**src/rtl/seq_pkg.sv**
```systemverilog
// Shared types and defaults for the multi-cycle execution sequencer.
// State encodings are visible on the STATE debug port, so they are fixed here.
package seq_pkg;

  localparam int unsigned STATE_W         = 3;
  localparam int unsigned CNT_W_DEF       = 16;
  localparam int unsigned MEM_TIMEOUT_DEF = 8;
  // Wait counter width covers the full legal MEM_TIMEOUT range (1..255).
  localparam int unsigned WAIT_W          = 8;

  typedef enum logic [STATE_W-1:0] {
    ST_IDLE   = 3'd0,
    ST_FETCH  = 3'd1,
    ST_DECODE = 3'd2,
    ST_EXEC   = 3'd3,
    ST_MEM    = 3'd4,
    ST_WB     = 3'd5,
    ST_HALTED = 3'd6,
    ST_FAULT  = 3'd7
  } state_t;

  function automatic logic is_mem_access(input logic rd, input logic wr);
    return rd | wr;
  endfunction

endpackage

```
**src/rtl/mem_wait_timer.sv**
```systemverilog
// Counts MEM-state cycles spent waiting for MEM_READY; 'expired' is combinational from the count.
// No handshake of its own: the sequencer clears it on MEM entry and steps it on each unserved MEM cycle.
module mem_wait_timer
  import seq_pkg::*;
#(
  parameter int unsigned MEM_TIMEOUT = MEM_TIMEOUT_DEF
) (
  input  logic clk,
  input  logic rst,
  input  logic clr,
  input  logic inc,
  output logic expired
);

  localparam logic [WAIT_W-1:0] LAST = WAIT_W'(MEM_TIMEOUT - 1);

  logic [WAIT_W-1:0] cnt_q;
  logic [WAIT_W-1:0] cnt_d;

  always_comb begin
    cnt_d = cnt_q;
    if (clr) begin
      cnt_d = '0;
    end else if (inc) begin
      cnt_d = cnt_q + 1'b1;
    end
  end

  always_ff @(posedge clk) begin
    if (rst) begin
      cnt_q <= '0;
    end else begin
      cnt_q <= cnt_d;
    end
  end

  // Current MEM cycle is the last one allowed without MEM_READY.
  assign expired = (cnt_q == LAST);

endmodule

```
**src/rtl/exec_sequencer.sv**
```systemverilog
// Multi-cycle fetch/decode/exec/mem/wb sequencer; 4 cycles per instruction plus MEM dwell.
// Stalls in MEM until MEM_READY, faulting after MEM_TIMEOUT cycles; outputs decode from state.
module exec_sequencer
  import seq_pkg::*;
#(
  parameter int unsigned CNT_W       = CNT_W_DEF,
  parameter int unsigned MEM_TIMEOUT = MEM_TIMEOUT_DEF
) (
  input  logic               CLK,
  input  logic               RESET,
  input  logic               START,
  input  logic               HALT_DEC,
  input  logic               MEM_READ,
  input  logic               MEM_WRITE,
  input  logic               REG_WRITE,
  input  logic               BRANCH_TAKEN,
  input  logic               MEM_READY,
  output logic               PC_INIT,
  output logic               PC_EN,
  output logic               PC_SEL_TARGET,
  output logic               IR_LOAD,
  output logic               MEM_REQ,
  output logic               MEM_WE,
  output logic               RF_WE,
  output logic               DONE,
  output logic               ERROR,
  output logic [STATE_W-1:0] STATE,
  output logic [CNT_W-1:0]   INST_COUNT
);

  state_t           state_q;
  state_t           state_d;
  logic [CNT_W-1:0] inst_count_q;
  logic [CNT_W-1:0] inst_count_d;
  logic             wait_clr;
  logic             wait_inc;
  logic             wait_expired;
  logic             start_ok;

  mem_wait_timer #(
    .MEM_TIMEOUT (MEM_TIMEOUT)
  ) u_mem_wait_timer (
    .clk     (CLK),
    .rst     (RESET),
    .clr     (wait_clr),
    .inc     (wait_inc),
    .expired (wait_expired)
  );

  assign start_ok = START && ((state_q == ST_IDLE) || (state_q == ST_HALTED));

  always_comb begin
    state_d      = state_q;
    inst_count_d = inst_count_q;
    wait_clr     = 1'b0;
    wait_inc     = 1'b0;

    unique case (state_q)
      ST_IDLE, ST_HALTED: begin
        if (START) begin
          state_d      = ST_FETCH;
          inst_count_d = '0;
        end
      end
      ST_FETCH: begin
        state_d = ST_DECODE;
      end
      ST_DECODE: begin
        state_d = HALT_DEC ? ST_HALTED : ST_EXEC;
      end
      ST_EXEC: begin
        if (is_mem_access(MEM_READ, MEM_WRITE)) begin
          state_d  = ST_MEM;
          wait_clr = 1'b1;
        end else begin
          state_d = ST_WB;
        end
      end
      ST_MEM: begin
        if (MEM_READY) begin
          state_d = ST_WB;
        end else if (wait_expired) begin
          state_d = ST_FAULT;
        end else begin
          wait_inc = 1'b1;
        end
      end
      ST_WB: begin
        state_d = ST_FETCH;
        if (inst_count_q != '1) begin
          inst_count_d = inst_count_q + 1'b1;
        end
      end
      ST_FAULT: begin
        state_d = ST_FAULT;
      end
      default: begin
        state_d = ST_IDLE;
      end
    endcase
  end

  always_ff @(posedge CLK) begin
    if (RESET) begin
      state_q      <= ST_IDLE;
      inst_count_q <= '0;
    end else begin
      state_q      <= state_d;
      inst_count_q <= inst_count_d;
    end
  end

  // Enables are pure state decodes so each lasts exactly one cycle per instruction.
  always_comb begin
    PC_INIT       = start_ok;
    PC_EN         = 1'b0;
    PC_SEL_TARGET = 1'b0;
    IR_LOAD       = 1'b0;
    MEM_REQ       = 1'b0;
    MEM_WE        = 1'b0;
    RF_WE         = 1'b0;
    DONE          = 1'b0;
    ERROR         = 1'b0;

    unique case (state_q)
      ST_FETCH: begin
        IR_LOAD = 1'b1;
      end
      ST_MEM: begin
        MEM_REQ = 1'b1;
        MEM_WE  = MEM_WRITE;
      end
      ST_WB: begin
        PC_EN         = 1'b1;
        PC_SEL_TARGET = BRANCH_TAKEN;
        RF_WE         = REG_WRITE;
      end
      ST_HALTED: begin
        DONE = 1'b1;
      end
      ST_FAULT: begin
        ERROR = 1'b1;
      end
      default: begin
        PC_EN = 1'b0;
      end
    endcase
  end

  assign STATE      = state_q;
  assign INST_COUNT = inst_count_q;

endmodule

```
**config.mk**
```make
export PLATFORM = sky130hd
export DESIGN_NAME = exec_sequencer
export DESIGN_NICKNAME = d
export VERILOG_FILES = /design/src/rtl/seq_pkg.sv /design/src/rtl/mem_wait_timer.sv /design/src/rtl/exec_sequencer.sv
export SDC_FILE = /design/constraint.sdc
export NUM_CORES = 1
export LEC_CHECK = 0
export CAP_MARGIN = 30
export CORE_UTILIZATION = 44
export DETAILED_ROUTE_END_ITERATION = 10
export GPL_TIMING_DRIVEN = 1
export HOLD_SLACK_MARGIN = 0.15
export PLACE_DENSITY = 0.72
export SLEW_MARGIN = 40
export SYNTH_ARGS = -nofsm -noshare
export SYNTH_HDL_FRONTEND = slang
export SYNTH_SLANG_ARGS = --single-unit
```
**constraint.sdc**
```tcl
create_clock -name CLK -period 2.2 [get_ports CLK]
set_clock_uncertainty 0.2 [all_clocks]
set_input_delay 0.22 -clock CLK [delete_from_list [all_inputs] [get_ports CLK]]
set_output_delay 0.22 -clock CLK [all_outputs]
set_load 0.005 [all_outputs]
```
==> impl_summary.txt, run 1 <==
----------------------------------------------------
[Status]
  Run status ... complete, no violations

[CTS]
  Deepest clock path buffer count ... 2
  Clock buffer count from CTS ... 3
  Clock latency on the worst-skew pair ... 270 ps
  CTS Hold Buffers Added ... 0
  Clock tree from TritonCTS ... built
  Root Buffer ... sky130_fd_sc_hd__clkbuf_8
  CTS clock-pin slew for the worst setup and hold paths ... 100 ps
  H-tree depth ... 1
  Clock tree sinks ... 27

[Place]
  Placed instance count ... 281
  Total half-perimeter wirelength after legalization and detailed placement ... 3.19 mm
  Post-Place Cell Area ... 2130 µm²
  Total of buffers placed on input and output ports ... 36
  Weighted congestion at the end of routability-driven global placement ... 0.948

[Logic synthesis]
  Biggest area contributors in the synthesized netlist ... sky130_fd_sc_hd__dfxtp_1, sky130_fd_sc_hd__nand3_1, sky130_fd_sc_hd__nor2_1
  Most area-hungry cell type in the Yosys netlist ... sky130_fd_sc_hd__dfxtp_1
  Synth cell types ... 51
  Count of synthesis-stage warnings from yosys ... 0
  Most common cell in the synthesized netlist ... sky130_fd_sc_hd__dfxtp_1
  Gate count of the mapped netlist ... 191
  Synth async-reset ratio ... 0%
  Average cell area after synthesis ... 8.61 µm²
  Simple-gate portion of the synthesized area ... 37.5%
  Commonest cells post-synth ... sky130_fd_sc_hd__dfxtp_1, sky130_fd_sc_hd__nor2_1, sky130_fd_sc_hd__nand2_1, sky130_fd_sc_hd__nand3_1, sky130_fd_sc_hd__nand4_1
  Mux contribution to synthesized area ... 0.608%
  Portion of the post-synthesis area used by sequential elements ... 32.9%
  Adder-cell share of the synthesized area ... 1.52%
  Post-synth top flop ... sky130_fd_sc_hd__dfxtp_1
  Compound-gate portion of the synthesized area ... 18.6%
  Fraction of synthesized cell area taken by the top area cell type ... 32.9%
  Synthesis-stage register bit count ... 27
  Total standard cell area after synthesis ... 1650 µm²
  Syn_nets ... 202
  Largest family of logic cells by synthesized area ... simple AND/OR/NAND/NOR gates
  Synthesized-area fraction occupied by xor and xnor cells ... 4.71%
  EDFF count, synth ... 0

[Setup path]
  CP max-delay cell ... sky130_fd_sc_hd__clkdlybuf4s50_1
  Crit path cell chain ... buf_4 -> xnor2_4 -> nand2_2 -> inv_2 -> clkdlybuf4s50_1
  Capture point of the worst reg-to-reg path ... INST_COUNT[3]
  Maximum cell stage delay along the critical path ... 480 ps
  Setup slack of the worst register-to-register path ... 320 ps
  Worst setup path class ... flip-flop to output port
  Maximum net fanout on the critical path ... 9
  Crit start category ... flip-flop
  Arrival time of data at the critical path endpoint ... 1670 ps
  Reg-to-reg startpoint ... INST_COUNT[8]
  Crit path from ... STATE[1]
  Required @ worst endpoint ... 1780 ps
  Worst R2R Path Depth ... 4
  Kind of capture point of the worst setup path ... output port
  Crit-path leading delay family ... buffers and inverters
  Buffering stage count on the worst path with inverters included ... 3

[Hold path]
  Startpoint of the worst hold path ... u_mem_wait_timer.cnt_q[7]
  Endpoint of the worst hold path ... u_mem_wait_timer.cnt_q[7]
  Min-delay worst type ... flip-flop to flip-flop
  Min-Delay Path Depth ... 2

[STA]
  Setup repair after global routing missed its margin ... false
  Max-slew headroom at the worst pin ... 60.8%
  Max-slew violations ... 0
  Final number of hold-violating endpoints ... 0
  Sum of negative setup slack ... 0 ps
  Clock period minus worst slack ... 2090 ps
  Share of the cycle needed by the critical path after routing ... 95.0%
  Setup Viol. Count Final ... 0
  Slew @ Worst Pin ... 584 ps
  Maximum clock rate ... 479 MHz

[Flow run]
  Reported max-cap violation count ... 0

[Detailed routing]
  Via count normalized by instance count ... 5.91
  Routed wirelength normalized by instance count ... 15.0 µm
  Initial DRT Pass Iterations ... 4
  DR DRC count ... 0
  Wirelength, routed ... 4.27 mm
  Drt first-iter violations ... 125
  Number of nets with antenna violations after detailed routing ... 0
  Total number of vias ... 1685

[Global routing]
  Wire length of the first global-routing pass ... 7.31 mm
  Total global routing overflow ... 0
  Initial antenna violation count ... 0
  Global routing usage summed across all routing layers ... 22.6%
  Largest net degree at the start of global routing ... 16
  Number of global-route vias before repair ... 1599

[Power and ir drop]
  Peak supply drop ... 623 µV
  Net Sw Frac ... 31.9%
  PwrDens ... 597 nW/µm²
  Combinational fraction of design power ... 36.0%
  Share of power burned in registers ... 42.0%
  Fraction of power consumed by the clock network ... 22.0%
  Leakage power total ... 0.852 nW
  Total internal power ... 897 µW
  Power dissipated by switching net loads ... 419 µW

[Final layout]
  Number of diodes added for antenna fixing ... 0
  Growth of design area from synthesis to finish ... 33.9%
  Number of standard cells in the final layout excluding fillers ... 285
  Final non-filler cell area ... 2200 µm²
  Nets@finish ... 251
  Fraction of layout cells with a size suffix above 1 ... 15.9%

[Floorplanning]
  Y dimension of the die ... 63.2 µm
  I/O pins ... 37
  Row count ... 21
  Die ar. ... 3990 µm²
  Core box area ... 3470 µm²
  Initial Utilization ... 47.4%
  Die span in x ... 63.2 µm

----------------------------------------------------
## logic make-up after synthesis
family	Yosys count
simple gates	100
compound gates	40
mux	1
xor+xnor	8
buf+inv	13
flops	27
fa+ha+maj	2
## stage by stage
step	worst slack [ps]	hold WS, ps	util (%)	total power [mW]
6_report	110	322	63.5	1.32
3_5_place_dp	123	307	61.5	1.00
3_3_place_gp	137	296	61.5	0.995
2_1_floorplan	371	98.5	-	0.801
4_1_cts	12.7	330	62.9	1.29
5_1_grt	28.3	372	63.5	1.39
## worst min-delay path: stages, from the launching register on
cell                      delay (ps)
sky130_fd_sc_hd__dfxtp_1         350
sky130_fd_sc_hd__xor2_1           70
sky130_fd_sc_hd__nor2_1           70
## worst max-delay path by stage
| stage | end | slack, ps | cells past startpoint |
|---|---|---|---|
| 2_1_floorplan | INST_COUNT[14] | 370 | 6 |
| 3_3_place_gp | PC_INIT | 140 | 5 |
| 3_5_place_dp | PC_INIT | 120 | 5 |
| 4_1_cts | MEM_WE | 10 | 4 |
| 5_1_grt | MEM_WE | 30 | 4 |
| 6_report | PC_INIT | 110 | 5 |
## registers in the layout (all words and copies together) (netlist names)
name                    count
u_mem_wait_timer.cnt_q      8
STATE                       3
INST_COUNT                 16
## power groups by stage
stage          clock network [mW]  registers (mW)  logic, mW
6_report                    0.290           0.553      0.473
3_3_place_gp                    0           0.556      0.439
5_1_grt                     0.322           0.557      0.511
4_1_cts                     0.295           0.549      0.449
2_1_floorplan                   0           0.553      0.248
3_5_place_dp                    0           0.557      0.446
## layout make-up
| type | instances | area (µm²) |
|---|---|---|
| sequential | 27 | 548 |
| clock buffer | 3 | 41.3 |
| inverter | 5 | 18.8 |
| tap | 46 | 57.6 |
| clock inverter | 1 | 5.00 |
| multi-input combinational | 151 | 1050 |
| fill | 319 | 1260 |
| timing repair buffer | 52 | 480 |
## per-layer routing
metal | global-route usage, % | vias up | share of wire, %
met5 | 0 | - | 0
met3 | 4.17 | 6 | 4.2
li1 | - | 813 | -
met2 | 40.7 | 57 | 52
met4 | 5.81 | 0 | 0.98
met1 | 27.2 | 809 | 42
## timing repair
item / CTS / global route
endpoints found under the setup margin: 3 / 5
pin swaps: 0 / 0
setup buffers: 0 / 0
gates resized for setup: 2 / 5
## placed cells by master, fill, tap and decap left out, drive strengths merged, types with 5 or more instances in the layout
cell type      synthesis  final
a211o                  5      5
a21oi                  8      8
a31oi                  5      5
and2                   7      7
and3                   6      6
and4                   5      5
buf                    7     16
clkdlybuf4s50          0     36
dfxtp                 27     27
inv                    5      5
nand2                 13     13
nand3                 12     12
nand4                 10     10
nor2                  16     16
nor2b                  5      5
nor3                   7      7
nor4                   7      7
xor2                   6      6
Note: power is estimated with default switching activity, not from simulation.
==> inputs of run 2 (changes only) <==
Settings changed: CAP_MARGIN 30 to unset, CORE_MARGIN set to 5.
==> impl_summary.txt, run 2 (synthesis gave the netlist of run 1 again) <==
----------------------------------------------------
[Setup path]
  Reg-to-reg startpoint ... INST_COUNT[0] (was INST_COUNT[8])
  Maximum net fanout on the critical path ... 8 (was 9)
  Setup slack of the worst register-to-register path ... 240 ps (was 320 ps)
  Arrival time of data at the critical path endpoint ... 1680 ps (was 1670 ps)
  Maximum cell stage delay along the critical path ... 500 ps (was 480 ps)
  CP max-delay cell ... sky130_fd_sc_hd__clkdlybuf4s50_1 (unchanged)
  Worst setup path class ... flip-flop to output port (unchanged)
  Kind of capture point of the worst setup path ... output port (unchanged)
  Capture point of the worst reg-to-reg path ... INST_COUNT[3] (unchanged)
  Worst R2R Path Depth ... 6 (was 4)
  Required @ worst endpoint ... 1780 ps (about the same)
  Crit start category ... flip-flop (unchanged)
  Crit path cell chain ... buf_4 -> xnor2_4 -> nand2_2 -> inv_2 -> clkdlybuf4s50_1 (unchanged)

[STA]
  Maximum clock rate ... 476 MHz (was 479 MHz)
  Setup repair after global routing missed its margin ... true (was false)
  Setup Viol. Count Final ... 0 (unchanged)
  Share of the cycle needed by the critical path after routing ... 95.6% (was 95.0%)
  Max-slew violations ... 0 (unchanged)
  Max-slew headroom at the worst pin ... 60.3% (was 60.8%)
  Slew @ Worst Pin ... 592 ps (was 584 ps)
  Clock period minus worst slack ... 2100 ps (was 2090 ps)
  Final number of hold-violating endpoints ... 0 (unchanged)

[Floorplanning]
  Die span in x ... 71.2 µm (was 63.2 µm)
  I/O pins ... 37 (unchanged)
  Initial Utilization ... 45.3% (was 47.4%)
  Die ar. ... 5060 µm² (was 3990 µm²)
  Row count ... 22 (was 21)
  Y dimension of the die ... 71.2 µm (was 63.2 µm)
  Core box area ... 3630 µm² (was 3470 µm²)

[Final layout]
  Number of diodes added for antenna fixing ... 0 (unchanged)
  Final non-filler cell area ... 2190 µm² (was 2200 µm²)
  Final core area utilization ... 60.4% (was 63.5%)
  Nets@finish ... 249 (was 251)
  Fraction of layout cells with a size suffix above 1 ... 15.2% (was 15.9%)
  Growth of design area from synthesis to finish ... 33.3% (was 33.9%)
  Leading cell type in the layout, fill and taps excluded ... sky130_fd_sc_hd__clkdlybuf4s50_1 (unchanged)
  Flip-flop count of the largest register after layout ... 16 (unchanged)
  Commonest cells after routing, fill and taps aside ... sky130_fd_sc_hd__clkdlybuf4s50_1, sky130_fd_sc_hd__dfxtp_1, sky130_fd_sc_hd__nor2_1 (was sky130_fd_sc_hd__clkdlybuf4s50_1, sky130_fd_sc_hd__dfxtp_1, sky130_fd_sc_hd__nor2_1, sky130_fd_sc_hd__buf_4)

[Global routing]
  Initial antenna violation count ... 0 (unchanged)
  Wire length of the first global-routing pass ... 6.73 mm (was 7.31 mm)
  Number of global-route vias before repair ... 1499 (was 1599)
  Global routing usage summed across all routing layers ... 15.6% (was 22.6%)
  Largest net degree at the start of global routing ... 16 (unchanged)
  Total global routing overflow ... 0 (unchanged)

[Detailed routing]
  Initial DRT Pass Iterations ... 4 (unchanged)
  Drt first-iter violations ... 83 (was 125)
  Wirelength, routed ... 3.86 mm (was 4.27 mm)
  Via count normalized by instance count ... 5.59 (was 5.91)
  DR DRC count ... 0 (unchanged)
  Total number of vias ... 1592 (was 1685)
  Number of nets with antenna violations after detailed routing ... 0 (unchanged)
  Routed wirelength normalized by instance count ... 13.5 µm (was 15.0 µm)

[Power and ir drop]
  Leakage power total ... 0.845 nW (was 0.852 nW)
  PwrDens ... 583 nW/µm² (was 597 nW/µm²)
  Peak supply drop ... 376 µV (was 623 µV)

[CTS]
  CTS clock-pin slew for the worst setup and hold paths ... 90 ps (was 100 ps)
  Clock tree sinks ... 27 (unchanged)
  Deepest clock path buffer count ... 2 (unchanged)
  Clock buffer count from CTS ... 3 (unchanged)
  Root Buffer ... sky130_fd_sc_hd__clkbuf_8 (unchanged)
  CTS Hold Buffers Added ... 0 (unchanged)
  H-tree depth ... 1 (unchanged)
  Clock tree from TritonCTS ... built (unchanged)
  Clock latency on the worst-skew pair ... 280 ps (was 270 ps)

[Hold path]
  Endpoint of the worst hold path ... u_mem_wait_timer.cnt_q[7] (unchanged)
  Min-delay worst type ... flip-flop to flip-flop (unchanged)
  Startpoint of the worst hold path ... u_mem_wait_timer.cnt_q[7] (unchanged)
  Min-Delay Path Depth ... 2 (unchanged)

[Place]
  Post-Place Cell Area ... 2120 µm² (was 2130 µm²)
  Weighted congestion at the end of routability-driven global placement ... 0.857 (was 0.948)
  Total half-perimeter wirelength after legalization and detailed placement ... 2.95 mm (was 3.19 mm)
  Total of buffers placed on input and output ports ... 36 (unchanged)

[Flow run]
  Reported max-cap violation count ... 0 (unchanged)

[Status]
  Run status ... complete, no violations (unchanged)

----------------------------------------------------
[run 2: cell count changes in the layout (fill, tap and decap cells not counted), moves of 2 or more]
cell,previous run,this run
sky130_fd_sc_hd__buf_4,16,14
sky130_fd_sc_hd__dfxtp_2,0,2
sky130_fd_sc_hd__dfxtp_4,2,0
sky130_fd_sc_hd__nor2b_2,2,0
[run 2: cell type report]
type	instances	area (µm²)
well taps	48	60.1
clock buffers	3	41.3
multi-input cells	151	1060
flip-flops and latches	27	543
clock inverters	1	5.00
inverters	5	18.8
repair buffers	50	465
fillers	344	1440
[run 2: worst max-delay path, delay by kind of cell, from the launching register on]
family	cells	cell delay, ps
flip-flops	1	390
XOR/XNOR	1	150
AND/OR/NAND/NOR	1	80
buffers and inverters	3	790
[run 2: layer usage]
layer,global-route usage (%),share of wire (%),up-vias
met5,0,0,-
met4,0.626,0.10,0
met3,3.13,5.1,2
met2,27.3,48,39
met1,20.7,46,732
li1,-,-,819
[run 2: how the worst max path moves through the flow]
stage | depth (start not counted) | slack [ps] | startpoint | to
2_1_floorplan | 6 | 370 | INST_COUNT[1] | INST_COUNT[14]
3_3_place_gp | 5 | 130 | START | PC_INIT
3_5_place_dp | 5 | 120 | START | PC_INIT
4_1_cts | 5 | 50 | STATE[2] | PC_INIT
5_1_grt | 5 | -5 | STATE[2] | PC_INIT
6_report | 5 | 100 | STATE[2] | PC_INIT
[run 2: power by group]
group          switching [mW]  internal, mW
Sequential             0.0524         0.511
Combinational           0.189         0.238
Clock                   0.161         0.127
[run 2: what timing repair did]
action,in CTS,in global routing
resized for setup,3,3
setup endpoints to repair,5,2
buffers inserted,0,0
hold endpoints to repair,0,0
[run 2: metrics by stage]
stage | TNS (ps) | hold slack [ps] | worst slack, ps | total power, mW | cells
2_1_floorplan | 0 | 98.5 | 371 | 0.801 | 191
3_3_place_gp | 0 | 291 | 130 | 0.974 | 281
3_5_place_dp | 0 | 297 | 119 | 0.974 | 281
4_1_cts | 0 | 322 | 50.7 | 1.26 | 285
5_1_grt | -4.88 | 378 | -4.88 | 1.35 | 285
6_report | 0 | 313 | 97.7 | 1.28 | 285
